[config.mk]
export PLATFORM = sky130hd
export DESIGN_NAME = fifo_read_ctrl_flat
export DESIGN_NICKNAME = d
export VERILOG_FILES = /design/src/rtl/fifo_read_ctrl_if.sv /design/src/rtl/fifo_read_ctrl.sv /design/src/flat_wrapper.sv
export SDC_FILE = /design/constraint.sdc
export NUM_CORES = 1
export LEC_CHECK = 0
export ABC_CLOCK_PERIOD_IN_PS = 2300
export BUFFER_PORTS_ARGS = -buffer_cell sky130_fd_sc_hd__buf_2
export CORE_MARGIN = 4
export CORE_UTILIZATION = 46
export DETAILED_ROUTE_END_ITERATION = 10
export PLACE_DENSITY = 0.75
export SKIP_CTS_REPAIR_TIMING = 1
export SLEW_MARGIN = 20
export SYNTH_ARGS = -nofsm -noshare
export SYNTH_HDL_FRONTEND = slang
export SYNTH_SLANG_ARGS = --single-unit
[constraint.sdc]
create_clock -name clk -period 2.3 [get_ports clk]
set_input_delay 0.46 -clock clk [delete_from_list [all_inputs] [get_ports clk]]
set_output_delay 0.46 -clock clk [all_outputs]
set_load 0.005 [all_outputs]
[src/rtl/fifo_read_ctrl_if.sv]
// Read-side bundle of the synchronous FIFO: write-pointer input, memory read port,
// pointer feedback to the write side and the downstream valid/ready stream.
interface fifo_read_ctrl_if #(
  parameter int ADDR_WIDTH = 4,
  parameter int DATA_WIDTH = 16
);
  logic [ADDR_WIDTH:0]   write_ptr;
  logic [ADDR_WIDTH:0]   read_ptr;
  logic [ADDR_WIDTH-1:0] read_addr;
  logic                  read_enable;
  logic [DATA_WIDTH-1:0] read_data;
  logic [DATA_WIDTH-1:0] rd_data;
  logic                  rd_valid;
  logic                  rd_ready;
  logic                  fifo_empty;
  logic [ADDR_WIDTH:0]   rd_count;
  logic                  ptr_err;

  modport master (
    input  write_ptr, read_data, rd_ready,
    output read_ptr, read_addr, read_enable, rd_data, rd_valid, fifo_empty, rd_count, ptr_err
  );

  modport slave (
    output write_ptr, read_data, rd_ready,
    input  read_ptr, read_addr, read_enable, rd_data, rd_valid, fifo_empty, rd_count, ptr_err
  );
endinterface

[src/rtl/fifo_read_ctrl.sv]
// FIFO read-side controller: issues memory reads ahead of demand and hides the
// one-cycle registered read latency behind a 2-entry in-order output buffer.
module fifo_read_ctrl #(
  parameter int ADDR_WIDTH = 4,
  parameter int DEPTH      = 16,
  parameter int DATA_WIDTH = 16
) (
  input  logic             clk,
  input  logic             rst,
  fifo_read_ctrl_if.master bus
);

  generate
    if (DEPTH != (1 << ADDR_WIDTH)) begin : g_depth_chk
      $error("fifo_read_ctrl: DEPTH must equal 2**ADDR_WIDTH");
    end
  endgenerate

  localparam logic [ADDR_WIDTH:0] DEPTH_W = (ADDR_WIDTH + 1)'(DEPTH);

  logic [ADDR_WIDTH:0]   r_read_ptr;
  logic [1:0]            r_buf_cnt;
  logic                  r_inflight;
  logic                  r_rd_valid;
  logic                  r_ptr_err;
  logic [DATA_WIDTH-1:0] r_buf [2];

  logic                  w_fifo_empty;
  logic [ADDR_WIDTH:0]   w_rd_count;
  logic                  w_pop;
  logic [2:0]            w_occ;
  logic                  w_issue;
  logic [1:0]            w_slot;
  logic [1:0]            w_buf_cnt_next;
  logic [DATA_WIDTH-1:0] w_head_next;
  logic [DATA_WIDTH-1:0] w_tail_next;

  assign w_fifo_empty = (bus.write_ptr == r_read_ptr);
  assign w_rd_count   = bus.write_ptr - r_read_ptr;
  assign w_pop        = r_rd_valid & bus.rd_ready;

  // Occupancy after this edge if nothing new is issued; keeps buf_cnt + inflight <= 2.
  assign w_occ   = {1'b0, r_buf_cnt} + {2'b00, r_inflight} - {2'b00, w_pop};
  assign w_issue = !rst && !w_fifo_empty && (w_occ < 3'd2);

  // Capture lands in the slot just past the surviving entries.
  assign w_slot         = r_buf_cnt - {1'b0, w_pop};
  assign w_buf_cnt_next = w_occ[1:0];

  always_comb begin
    w_head_next = r_buf[0];
    w_tail_next = r_buf[1];
    if (w_pop) begin
      w_head_next = r_buf[1];
    end
    if (r_inflight) begin
      if (w_slot == 2'd0) begin
        w_head_next = bus.read_data;
      end else begin
        w_tail_next = bus.read_data;
      end
    end
  end

  always_ff @(posedge clk) begin
    if (rst) begin
      r_read_ptr <= '0;
      r_buf_cnt  <= '0;
      r_inflight <= 1'b0;
      r_rd_valid <= 1'b0;
      r_ptr_err  <= 1'b0;
      r_buf[0]   <= '0;
      r_buf[1]   <= '0;
    end else begin
      r_inflight <= w_issue;
      if (w_issue) begin
        r_read_ptr <= r_read_ptr + 1'b1;
      end
      r_buf_cnt  <= w_buf_cnt_next;
      r_rd_valid <= (w_buf_cnt_next != 2'd0);
      r_buf[0]   <= w_head_next;
      r_buf[1]   <= w_tail_next;
      if (w_rd_count > DEPTH_W) begin
        r_ptr_err <= 1'b1;
      end
    end
  end

  assign bus.read_ptr    = r_read_ptr;
  assign bus.read_addr   = r_read_ptr[ADDR_WIDTH-1:0];
  assign bus.read_enable = w_issue;
  assign bus.rd_data     = r_buf[0];
  assign bus.rd_valid    = r_rd_valid;
  assign bus.fifo_empty  = w_fifo_empty;
  assign bus.rd_count    = w_rd_count;
  assign bus.ptr_err     = r_ptr_err;

endmodule

[src/flat_wrapper.sv]
// flat-port wrapper written by rule: the top's interface ports become plain ports
module fifo_read_ctrl_flat 
#(
  parameter int ADDR_WIDTH = 4,
  parameter int DEPTH      = 16,
  parameter int DATA_WIDTH = 16
)
  (clk, rst, bus_write_ptr, bus_read_data, bus_rd_ready, bus_read_ptr, bus_read_addr, bus_read_enable, bus_rd_data, bus_rd_valid, bus_fifo_empty, bus_rd_count, bus_ptr_err);
  fifo_read_ctrl_if #(.ADDR_WIDTH(ADDR_WIDTH), .DATA_WIDTH(DATA_WIDTH)) bus_i ();
  input  logic clk;
  input  logic rst;
  input wire logic [$bits(bus_i.write_ptr)-1:0] bus_write_ptr;
  input wire logic [$bits(bus_i.read_data)-1:0] bus_read_data;
  input wire logic [$bits(bus_i.rd_ready)-1:0] bus_rd_ready;
  output wire logic [$bits(bus_i.read_ptr)-1:0] bus_read_ptr;
  output wire logic [$bits(bus_i.read_addr)-1:0] bus_read_addr;
  output wire logic [$bits(bus_i.read_enable)-1:0] bus_read_enable;
  output wire logic [$bits(bus_i.rd_data)-1:0] bus_rd_data;
  output wire logic [$bits(bus_i.rd_valid)-1:0] bus_rd_valid;
  output wire logic [$bits(bus_i.fifo_empty)-1:0] bus_fifo_empty;
  output wire logic [$bits(bus_i.rd_count)-1:0] bus_rd_count;
  output wire logic [$bits(bus_i.ptr_err)-1:0] bus_ptr_err;
  assign bus_i.write_ptr = bus_write_ptr;
  assign bus_i.read_data = bus_read_data;
  assign bus_i.rd_ready = bus_rd_ready;
  assign bus_read_ptr = bus_i.read_ptr;
  assign bus_read_addr = bus_i.read_addr;
  assign bus_read_enable = bus_i.read_enable;
  assign bus_rd_data = bus_i.rd_data;
  assign bus_rd_valid = bus_i.rd_valid;
  assign bus_fifo_empty = bus_i.fifo_empty;
  assign bus_rd_count = bus_i.rd_count;
  assign bus_ptr_err = bus_i.ptr_err;
  fifo_read_ctrl #(.ADDR_WIDTH(ADDR_WIDTH), .DEPTH(DEPTH), .DATA_WIDTH(DATA_WIDTH)) u_core (.clk(clk), .rst(rst), .bus(bus_i));
endmodule
==> results.py, run 1 <==
metrics = {
    "clock_network": {
        "root_buffer": "clkbuf_8",
        "clk_pin_slew_ns": 0.08,
        "cts_max_level": 2,
        "insertion_delay_ns": 0.28,
        "cts_buffer_depth": 2,
        "cts_tree": "yes",
        "cts_sinks": 42,
        "cts_buffers": 5,
    },
    "synthesis": {
        "synth_top_flop_cell": "dfxtp_1",
        "syn-num-nets": 246,
        "ys_top_cells_by_area": "dfxtp_1, mux2i_1, buf_4",
        "synth_edf_count": 0,
        "syn_area_um2": 2060,
        "yosysMostFrequentCell": "dfxtp_1",
        "yosys_warnings": 0,
        "syn-instance-count": 213,
        "synth_area_leader_cell": "dfxtp_1",
        "synth.distinct_cells": 31,
        "async_reset_ff_share_pct": 0,
        "yosysSeqAreaShare_pct": 40.9,
        "syn_avg_cell_area_um2": 9.66,
        "synthTopCellsByCount": "dfxtp_1, nor2_1, mux2i_1, buf_4, a211oi_1",
        "yosysTopAreaCellShare_pct": 40.9,
        "ys_seq_elements": 42,
    },
    "setup_path": {
        "endpoint_kind": "output pin",
        "critical_path_class": "reg -> out",
        "crit_fanout": 4,
        "worstPathCellList": "a21bo_4 > nand2_2 > ha_4 > fa_2 > nor2_4 > o211ai_4 > inv_1 > buf_2",
        "worstPathArrival_ns": 1.86,
        "crit_required_ns": 1.84,
        "cp_slowest_cell": "fa_2",
        "start_kind": "flip-flop",
        "cp_slowest_stage_delay_ns": 0.46,
    },
    "layout": {
        "fin_cells": 312,
        "nFillCells": 409,
        "area_growth_pct": 20.4,
        "drive_gt1_share_pct": 36.2,
        "antennaDiodeCount": 0,
        "final_nets": 292,
    },
    "detailed_routing": {
        "viasPerCell": 4.98,
        "wl_met1_mm": 1.83,
        "antenna_left": 0,
        "wl_mm": 4.06,
        "wl_per_cell_um": 13.0,
        "wl_met3_um": 182,
        "highest_layer": "met4",
        "firstDrtPassIters": 4,
        "drc": 0,
        "vias": 1554,
        "wl_met2_mm": 2.03,
        "drt_iter0_markers": 74,
    },
    "global_routing": {
        "grt-ovfl-total": 0,
        "antenna_found_initial": 0,
        "grt_max_degree": 39,
        "grt_usage_pct": 15.1,
        "grt_pass1_vias": 1477,
        "grt_pass1_wl_mm": 6.61,
    },
    "power_and_ir_drop": {
        "max-vdd-ir-drop_v": 0.000597,
        "power_density_nw_per_um2": 1120,
        "leakage_nw": 1.29,
        "finalPower_mw": 2.77,
    },
    "timing": {
        "rsz0062_at_grt": "true",
        "finalWorstSetupSlack_ns": -0.0168,
        "post-route-period-util_pct": 101,
        "max_freq_mhz": 432,
        "worst-slew-pin-transition_ns": 0.533,
        "drv_slew": 0,
        "finalSetupViolations": 1,
        "final_hold_viol_count": 0,
        "finClkSkew_ns": 0.00874,
        "max_slew_margin_pct": 64.3,
        "fin_crit_ns": 2.32,
    },
    "status": {
        "failed_checks": "negative setup slack",
        "outcome": "finished with violations",
    },
    "flow_run": {
        "max_cap_viol_count": 0,
    },
    "min_path": {
        "worst_hold_path_type": "in -> reg",
    },
    "floorplan": {
        "io_pins": 58,
        "start_util_pct": 47.3,
        "core.rowCount": 24,
        "die_h_um": 74.9,
        "dieWidth_um": 74.9,
        "core_area_um2": 4350,
        "die-area_um2": 5610,
    },
    "placement": {
        "gp_congestion": 0.833,
        "dp.cells": 302,
        "dp_worst_setup_slack_ns": -0.112,
        "detailed_place_hpwl_mm": 2.90,
        "portBuffers": 57,
    },
}
where the power goes:
group	switching (mW)	leakage, nW	internal, mW
combinational	0.549	0.896	0.578
clock	0.240	0.0524	0.325
sequential	0.123	0.344	0.952
total	0.912	1.29	1.86
sequential cells by signal (all words and copies together) (netlist names):
name and count:
u_core.bus.ptr_err 1, u_core.bus.read_ptr 5, u_core.bus.rd_valid 1, u_core.r_inflight 1
u_core.r_buf 32, u_core.r_buf_cnt 2
placed cells by master, fill, tap and decap left out, types with 2 or more instances in the layout:
cell	Yosys	final
clkbuf_8	0	5
buf_2	4	57
nand2_1	3	2
buf_4	20	11
a21oi_1	3	2
nand3_1	2	2
dfxtp_1	42	39
ha_1	7	5
fa_2	0	2
xor2_2	1	2
nand4_1	2	2
nand3b_1	2	2
nor2b_1	2	2
clkbuf_1	5	2
ha_4	0	2
mux2i_1	34	34
inv_1	13	12
dfxtp_2	0	3
xor2_1	5	4
a211oi_1	16	16
nor2_1	37	36
nand2_2	1	2
routing by layer:
| layer | GRT usage [%] | vias up |
|---|---|---|
| met2 | 25.1 | 27 |
| met5 | 0 | - |
| li1 | - | 796 |
| met3 | 3.87 | 2 |
| met4 | 3.56 | 0 |
| met1 | 19.5 | 729 |
critical path, delay by kind of cell, from the launching register on:
family	cells	cell delay (ns)
AND/OR/NAND/NOR	2	0.19
adder cells (fa/ha/maj)	2	0.59
AO/OA/AOI/OAI	2	0.29
flip-flops	1	0.35
buffers and inverters	2	0.16
final cells by class:
type / instances / area [µm²] / area share [%]
multi-input combinational: 128 / 1030 / 41.4
sequential: 42 / 845 / 34.1
timing repair buffer: 69 / 388 / 15.6
clock buffer: 7 / 76.3 / 3.08
tap: 52 / 65.1 / 2.62
inverter: 13 / 48.8 / 1.97
clock inverter: 1 / 30.0 / 1.21
metrics by stage:
stage / hold slack [ns] / utilization, % / cell area (µm²) / TNS, ns
after floorplan: 0.463 / - / 2060 / 0
after global placement: 0.476 / 52.7 / 2300 / -0.0685
after detailed placement: 0.485 / 52.7 / 2300 / -0.250
after CTS: 0.422 / 55.2 / 2400 / -0.362
after global routing: 0.439 / 56.9 / 2480 / -0.181
final: 0.424 / 56.9 / 2480 / -0.0168
path summary, 6_finish.rpt:
path | start | to | cells past startpoint | slack (ns)
worst max register to register | u_core.bus.rd_valid$_SDFF_PP0_ | u_core.bus.read_ptr[3]$_SDFFE_PP0P_ | 9 | 0.21
worst min register to register | u_core.r_buf[0][21]$_SDFFE_PP0P_ | u_core.r_buf[0][21]$_SDFFE_PP0P_ | 2 | 0.50
worst min-delay path | bus_read_data[8] | u_core.r_buf[0][24]$_SDFFE_PP0P_ | 3 | 0.42
worst max-delay path | u_core.bus.rd_valid$_SDFF_PP0_ | bus_read_enable | 8 | -0.02
logic make-up (layout without fill, tap and decap cells):
| family | Yosys count | after routing | share of synthesized area (%) |
|---|---|---|---|
| muxes | 34 | 34 | 16.5 |
| adders and majority gates | 9 | 9 | 6.20 |
| xor gates and xnor gates | 6 | 6 | 2.92 |
| and+or+nand+nor | 52 | 52 | 11.0 |
| DFF | 42 | 42 | 40.9 |
| AOI/OAI and AO/OA | 27 | 27 | 10.4 |
| buffers and inverters | 43 | 90 | 12.1 |
Note: power is estimated with default switching activity, not from simulation.
==> run 2, diff against run 1 <==
Settings changed: ABC_AREA from default to 1, CORE_UTILIZATION 46 to 48, PLACE_DENSITY 0.75 to 0.76.
==> run 2 against run 1 <==
  * Critical endpoint unchanged
  * Largest cell class unchanged
  * Synthesized area rose by 12%
  * Die area rose by 6.5%
  * Clock power rose by 4.2%
  * The flow still finishes with violations (negative setup slack)
==> results.py, run 2 <==
metrics = {
    "power_and_ir_drop": {
        "power_density_nw_per_um2": 1250,
        "leakage_nw": 1.27,
        "max-vdd-ir-drop_v": 0.000655,
        "finalPower_mw": 3.34,
    },
    "timing": {
        "finalSetupViolations": 1,
        "rsz0062_at_grt": "true",
        "max_freq_mhz": 402,
        "drv_slew": 0,
        "final_hold_viol_count": 0,
        "worst-slew-pin-transition_ns": 0.355,
        "tns_ns": -0.187,
        "finClkSkew_ns": 0.00619,
        "finalWorstSetupSlack_ns": -0.187,
        "fin_crit_ns": 2.49,
        "fin_worst_hold_slack_ns": 0.397,
        "max_slew_margin_pct": 76.3,
        "post-route-period-util_pct": 108,
    },
    "setup_path": {
        "endpoint_kind": "output pin",
        "crit_required_ns": 1.84,
        "worstPathArrival_ns": 2.03,
        "crit_fanout": 4,
        "start_kind": "flip-flop",
        "critical_path_class": "reg -> out",
    },
    "layout": {
        "antennaDiodeCount": 0,
        "fin_cells": 407,
        "regMostFlops": "u_core.r_buf",
        "largest_reg_flops": 32,
        "layout_common_cells": "nand2_1, buf_2, nand3_1",
        "area_growth_pct": 16.1,
        "nFillCells": 444,
        "final_nets": 387,
        "final_common_cell": "nand2_1",
        "drive_gt1_share_pct": 33.8,
        "fin_util_pct": 59.4,
    },
    "floorplan": {
        "core_area_um2": 4500,
        "core.rowCount": 24,
        "io_pins": 58,
        "die_h_um": 77.3,
        "die-area_um2": 5970,
        "dieWidth_um": 77.3,
        "start_util_pct": 51.1,
    },
    "detailed_routing": {
        "wl_mm": 5.03,
        "wl_met2_mm": 2.46,
        "firstDrtPassIters": 5,
        "drc": 0,
        "wl_per_cell_um": 12.4,
        "drt_iter0_markers": 129,
        "vias": 2087,
        "viasPerCell": 5.13,
        "wl_met1_mm": 2.23,
        "antenna_left": 0,
        "highest_layer": "met4",
        "wl_met3_um": 297,
    },
    "global_routing": {
        "grt_pass1_vias": 2029,
        "grt_pass1_wl_mm": 8.86,
        "grt_usage_pct": 18.1,
        "grt-ovfl-total": 0,
        "grt_max_degree": 33,
        "antenna_found_initial": 0,
    },
    "clock_network": {
        "cts_buffers": 5,
        "cts_sinks": 42,
        "cts_tree": "yes",
        "insertion_delay_ns": 0.30,
        "root_buffer": "clkbuf_8",
        "cts_buffer_depth": 2,
        "clk_pin_slew_ns": 0.08,
        "cts_max_level": 2,
    },
    "synthesis": {
        "synth_edf_count": 0,
        "synth_area_leader_cell": "dfxtp_1",
        "syn_avg_cell_area_um2": 7.41,
        "synthTopCellsByCount": "nand2_1, nand3_1, dfxtp_1, nor2_1, buf_4",
        "synth.distinct_cells": 24,
        "synth_top_flop_cell": "dfxtp_1",
        "yosysTopAreaCellShare_pct": 36.5,
        "ys_seq_elements": 42,
        "syn-num-nets": 344,
        "yosysSeqAreaShare_pct": 36.5,
        "async_reset_ff_share_pct": 0,
        "yosys_warnings": 0,
        "syn-instance-count": 311,
        "ys_top_cells_by_area": "dfxtp_1, nand3_1, nand2_1",
        "yosysMostFrequentCell": "nand2_1",
        "syn_area_um2": 2300,
    },
    "placement": {
        "dp.cells": 398,
        "gp_congestion": 0.828,
        "detailed_place_hpwl_mm": 3.58,
        "portBuffers": 57,
    },
    "status": {
        "outcome": "finished with violations",
        "failed_checks": "negative setup slack",
    },
    "min_path": {
        "worst_hold_path_type": "in -> reg",
    },
    "flow_run": {
        "max_cap_viol_count": 0,
    },
}
-- run 2: through the flow --
stage          setup WS (ns)  cell area (µm²)
3_5_place_dp          -0.178             2530
2_1_floorplan        -0.0691             2350
4_1_cts               -0.366             2640
5_1_grt               -0.301             2670
6_report              -0.187             2670
3_3_place_gp          -0.157             2530
-- run 2: area by class of cell --
| type | instances | area [µm²] | share of cell area (%) |
|---|---|---|---|
| clock buffers | 6 | 72.6 | 2.71 |
| flip-flops and latches | 42 | 848 | 31.7 |
| well taps | 52 | 65.1 | 2.43 |
| multi-input cells | 213 | 1170 | 43.8 |
| clock inverters | 2 | 37.5 | 1.40 |
| inverters | 20 | 75.1 | 2.81 |
| repair buffers | 72 | 404 | 15.1 |
-- run 2: cell families (layout without fill, tap and decap cells) --
group	after synthesis	count (layout)	synth area share, %
DFF	42	42	36.5
AOI/OAI and AO/OA	25	25	7.06
xor gates and xnor gates	4	4	1.52
buffers and inverters	56	100	14.8
and+or+nand+nor	175	175	34.6
adders and majority gates	9	9	5.54
-- run 2: metal layers --
metal	vias up	track usage, %
li1	1058	-
met1	966	21.1
met2	57	30.9
met3	6	6.09
met4	0	6.05
met5	-	0
-- run 2: power breakdown --
part	leakage [nW]	internal, mW	switching (mW)
Combinational	0.876	0.694	0.939
Clock	0.0514	0.324	0.265
Sequential	0.345	0.970	0.151
-- run 2: worst paths after layout --
check,from,to,slack (ns),cells after the start
worst max register to register,u_core.bus.rd_valid$_SDFF_PP0_,u_core.bus.read_ptr[0]$_SDFFE_PP0P_,0.20,16
worst max-delay path,u_core.bus.rd_valid$_SDFF_PP0_,bus_read_enable,-0.19,12
worst min-delay path,bus_read_data[6],u_core.r_buf[0][6]$_SDFF_PP0_,0.40,3
worst min register to register,u_core.bus.ptr_err$_SDFFE_PP0N_,u_core.bus.ptr_err$_SDFFE_PP0N_,0.46,2
-- run 2: worst max-delay path, cell delays in order (launching register included) --
cell	delay (ns)
dfxtp_4	0.40
nand2_8	0.05
nand2_2	0.05
and2_4	0.13
inv_2	0.04
ha_4	0.14
fa_1	0.47
inv_2	0.08
nand3_2	0.06
nor2_2	0.09
nand2_2	0.06
inv_2	0.06
buf_6	0.09
==> run 3, diff against run 2 <==
Settings changed: ABC_AREA 1 to default, CORE_ASPECT_RATIO from default to 1.4, CORE_MARGIN 4 to 2, CORE_UTILIZATION 48 to 46, PLACE_DENSITY 0.76 to 0.75.
==> run 3 against run 2 <==
  * The run still ends with negative setup slack left
  * Die area fell by 16%
  * Cell area shrank 6.5%
  * Maximum frequency grew 5.8%
  * Setup slack gained 0.14 ns
  * Cell count shrank 21%
  * Critical path depth decreased by 4
  * Total power decreased by 19%
  * Wire length down 22%
  * First-iteration DRC count shrank 40%
  * Sequential power shrank 4%
  * Count of clock-buffer cells in the layout fell by 1
  * Critical path type unchanged
==> results.py, run 3 (synthesized netlist as in run 1, its figures left out) <==
metrics = {
    "layout": {
        "layout_common_cells": "buf_2, dfxtp_1, nor2_1",
        "largest_reg_flops": 32,
        "antennaDiodeCount": 0,
        "final_common_cell": "buf_2",
        "regMostFlops": "u_core.r_buf",
        "fin_cells": 323,
        "area_growth_pct": 21.5,
        "final_nets": 295,
        "fin_util_pct": 58.5,
        "drive_gt1_share_pct": 38.0,
    },
    "timing": {
        "finalWorstSetupSlack_ns": -0.0500,
        "finalSetupViolations": 1,
        "post-route-period-util_pct": 102,
        "finClkSkew_ns": 0.00767,
        "rsz0062_at_grt": "true",
        "drv_slew": 0,
        "worst-slew-pin-transition_ns": 0.505,
        "max_freq_mhz": 426,
        "final_hold_viol_count": 0,
        "fin_crit_ns": 2.35,
        "max_slew_margin_pct": 66.2,
    },
    "clock_network": {
        "cts_buffers": 5,
        "clk_pin_slew_ns": 0.09,
        "cts_tree": "yes",
        "insertion_delay_ns": 0.29,
        "cts_buffer_depth": 2,
        "cts_sinks": 42,
        "root_buffer": "clkbuf_8",
        "cts_max_level": 2,
    },
    "floorplan": {
        "die-area_um2": 5030,
        "io_pins": 58,
        "dieWidth_um": 60.5,
        "core_area_um2": 4270,
        "core.rowCount": 28,
        "start_util_pct": 48.2,
        "die_h_um": 83.1,
    },
    "setup_path": {
        "r2r-start": "u_core.r_buf_cnt[0]$_SDFF_PP0_",
        "path_delay_family": "adder cells",
        "rr_worst_depth": 9,
        "cp_slowest_stage_delay_ns": 0.43,
        "cp_slowest_cell": "fa_1",
        "crit_required_ns": 1.84,
        "crit_fanout": 3,
        "endpoint_kind": "output pin",
        "critical_path_class": "reg -> out",
        "worstPathCellList": "a21bo_4 > nand2_2 > ha_4 > fa_1 > xor2_2 > o211ai_4 > inv_2 > buf_6",
        "crit_cells": 8,
        "worstPathArrival_ns": 1.89,
        "path_buf_inv": 2,
        "start_kind": "flip-flop",
        "reg2reg_slack_ns": 0.17,
        "r2r-end": "u_core.bus.read_ptr[3]$_SDFFE_PP0P_",
    },
    "power_and_ir_drop": {
        "finalPower_mw": 2.71,
        "leakage_nw": 1.30,
        "max-vdd-ir-drop_v": 0.000429,
        "power_density_nw_per_um2": 1080,
    },
    "detailed_routing": {
        "drc": 0,
        "drt_iter0_markers": 77,
        "vias": 1557,
        "wl_mm": 3.93,
        "wl_per_cell_um": 12.2,
        "firstDrtPassIters": 4,
        "antenna_left": 0,
        "viasPerCell": 4.82,
    },
    "placement": {
        "portBuffers": 57,
        "gp_congestion": 0.685,
        "detailed_place_hpwl_mm": 2.79,
        "dp.cells": 311,
    },
    "min_path": {
        "min_from": "bus_read_data[6]",
        "min_to": "u_core.r_buf[0][22]$_SDFFE_PP0P_",
        "worst_hold_path_type": "in -> reg",
        "holdPathStages": 3,
    },
    "global_routing": {
        "grt_usage_pct": 15.8,
        "grt-ovfl-total": 0,
        "grt_pass1_vias": 1449,
        "grt_pass1_wl_mm": 6.23,
        "grt_max_degree": 39,
        "antenna_found_initial": 0,
    },
    "status": {
        "failed_checks": "negative setup slack",
        "outcome": "finished with violations",
    },
    "flow_run": {
        "max_cap_viol_count": 0,
    },
}
[run 3: cell count changes in the layout (fill, tap and decap cells not counted), sizes merged, moves of 5 or more]
cell    change
nor2        -5
mux2i      +34
a211oi     +16
inv         -6
nand3      -56
nand2      -69
a21oi      -21
[run 3: layout make-up]
| type | instances | area (µm²) |
|---|---|---|
| clock buffers | 5 | 68.8 |
| clock inverters | 3 | 25.0 |
| fillers | 408 | 1770 |
| inverters | 13 | 48.8 |
| multi-input cells | 128 | 1020 |
| flip-flops and latches | 42 | 848 |
| well taps | 60 | 75.1 |
| repair buffers | 72 | 417 |
[run 3: metrics by stage]
stage | setup slack [ns] | TNS, ns | instance area (µm²) | hold slack [ns]
2_1_floorplan | 0.102 | 0 | 2060 | 0.463
3_3_place_gp | -0.0659 | -0.0659 | 2310 | 0.473
3_5_place_dp | -0.0871 | -0.140 | 2310 | 0.486
4_1_cts | -0.227 | -0.389 | 2410 | 0.410
5_1_grt | -0.130 | -0.183 | 2500 | 0.403
6_report | -0.0500 | -0.0500 | 2500 | 0.413
[run 3: worst min-delay path: cells and delay by family]
family / cells / cell delay (ns)
multiplexers: 1 / 0.06
buffers and inverters: 1 / 0.09
AND/OR/NAND/NOR: 1 / 0.07
[run 3: power by group]
part | internal [mW] | total, mW | switching, mW
clock network | 0.219 | 0.485 | 0.266
logic | 0.603 | 1.15 | 0.543
registers | 0.954 | 1.08 | 0.124
[run 3: worst max-delay path by stage]
stage,start,to,slack [ns]
floorplan,bus_rd_ready,bus_read_enable,0.10
global placement,bus_rd_ready,bus_read_enable,-0.07
detailed placement,bus_rd_ready,bus_read_enable,-0.09
CTS,u_core.bus.rd_valid$_SDFF_PP0_,bus_read_enable,-0.23
global route,u_core.r_buf_cnt[0]$_SDFF_PP0_,bus_read_enable,-0.13
finish,u_core.r_buf_cnt[0]$_SDFF_PP0_,bus_read_enable,-0.05
[run 3: routing by layer]
metal  global-route usage, %  wire length, µm  up-vias
li1                        -                -      795
met2                    27.0             2000       43
met4                    5.93               80        0
met5                       0                0        -
met3                    4.83              232        8
met1                    17.7             1610      711
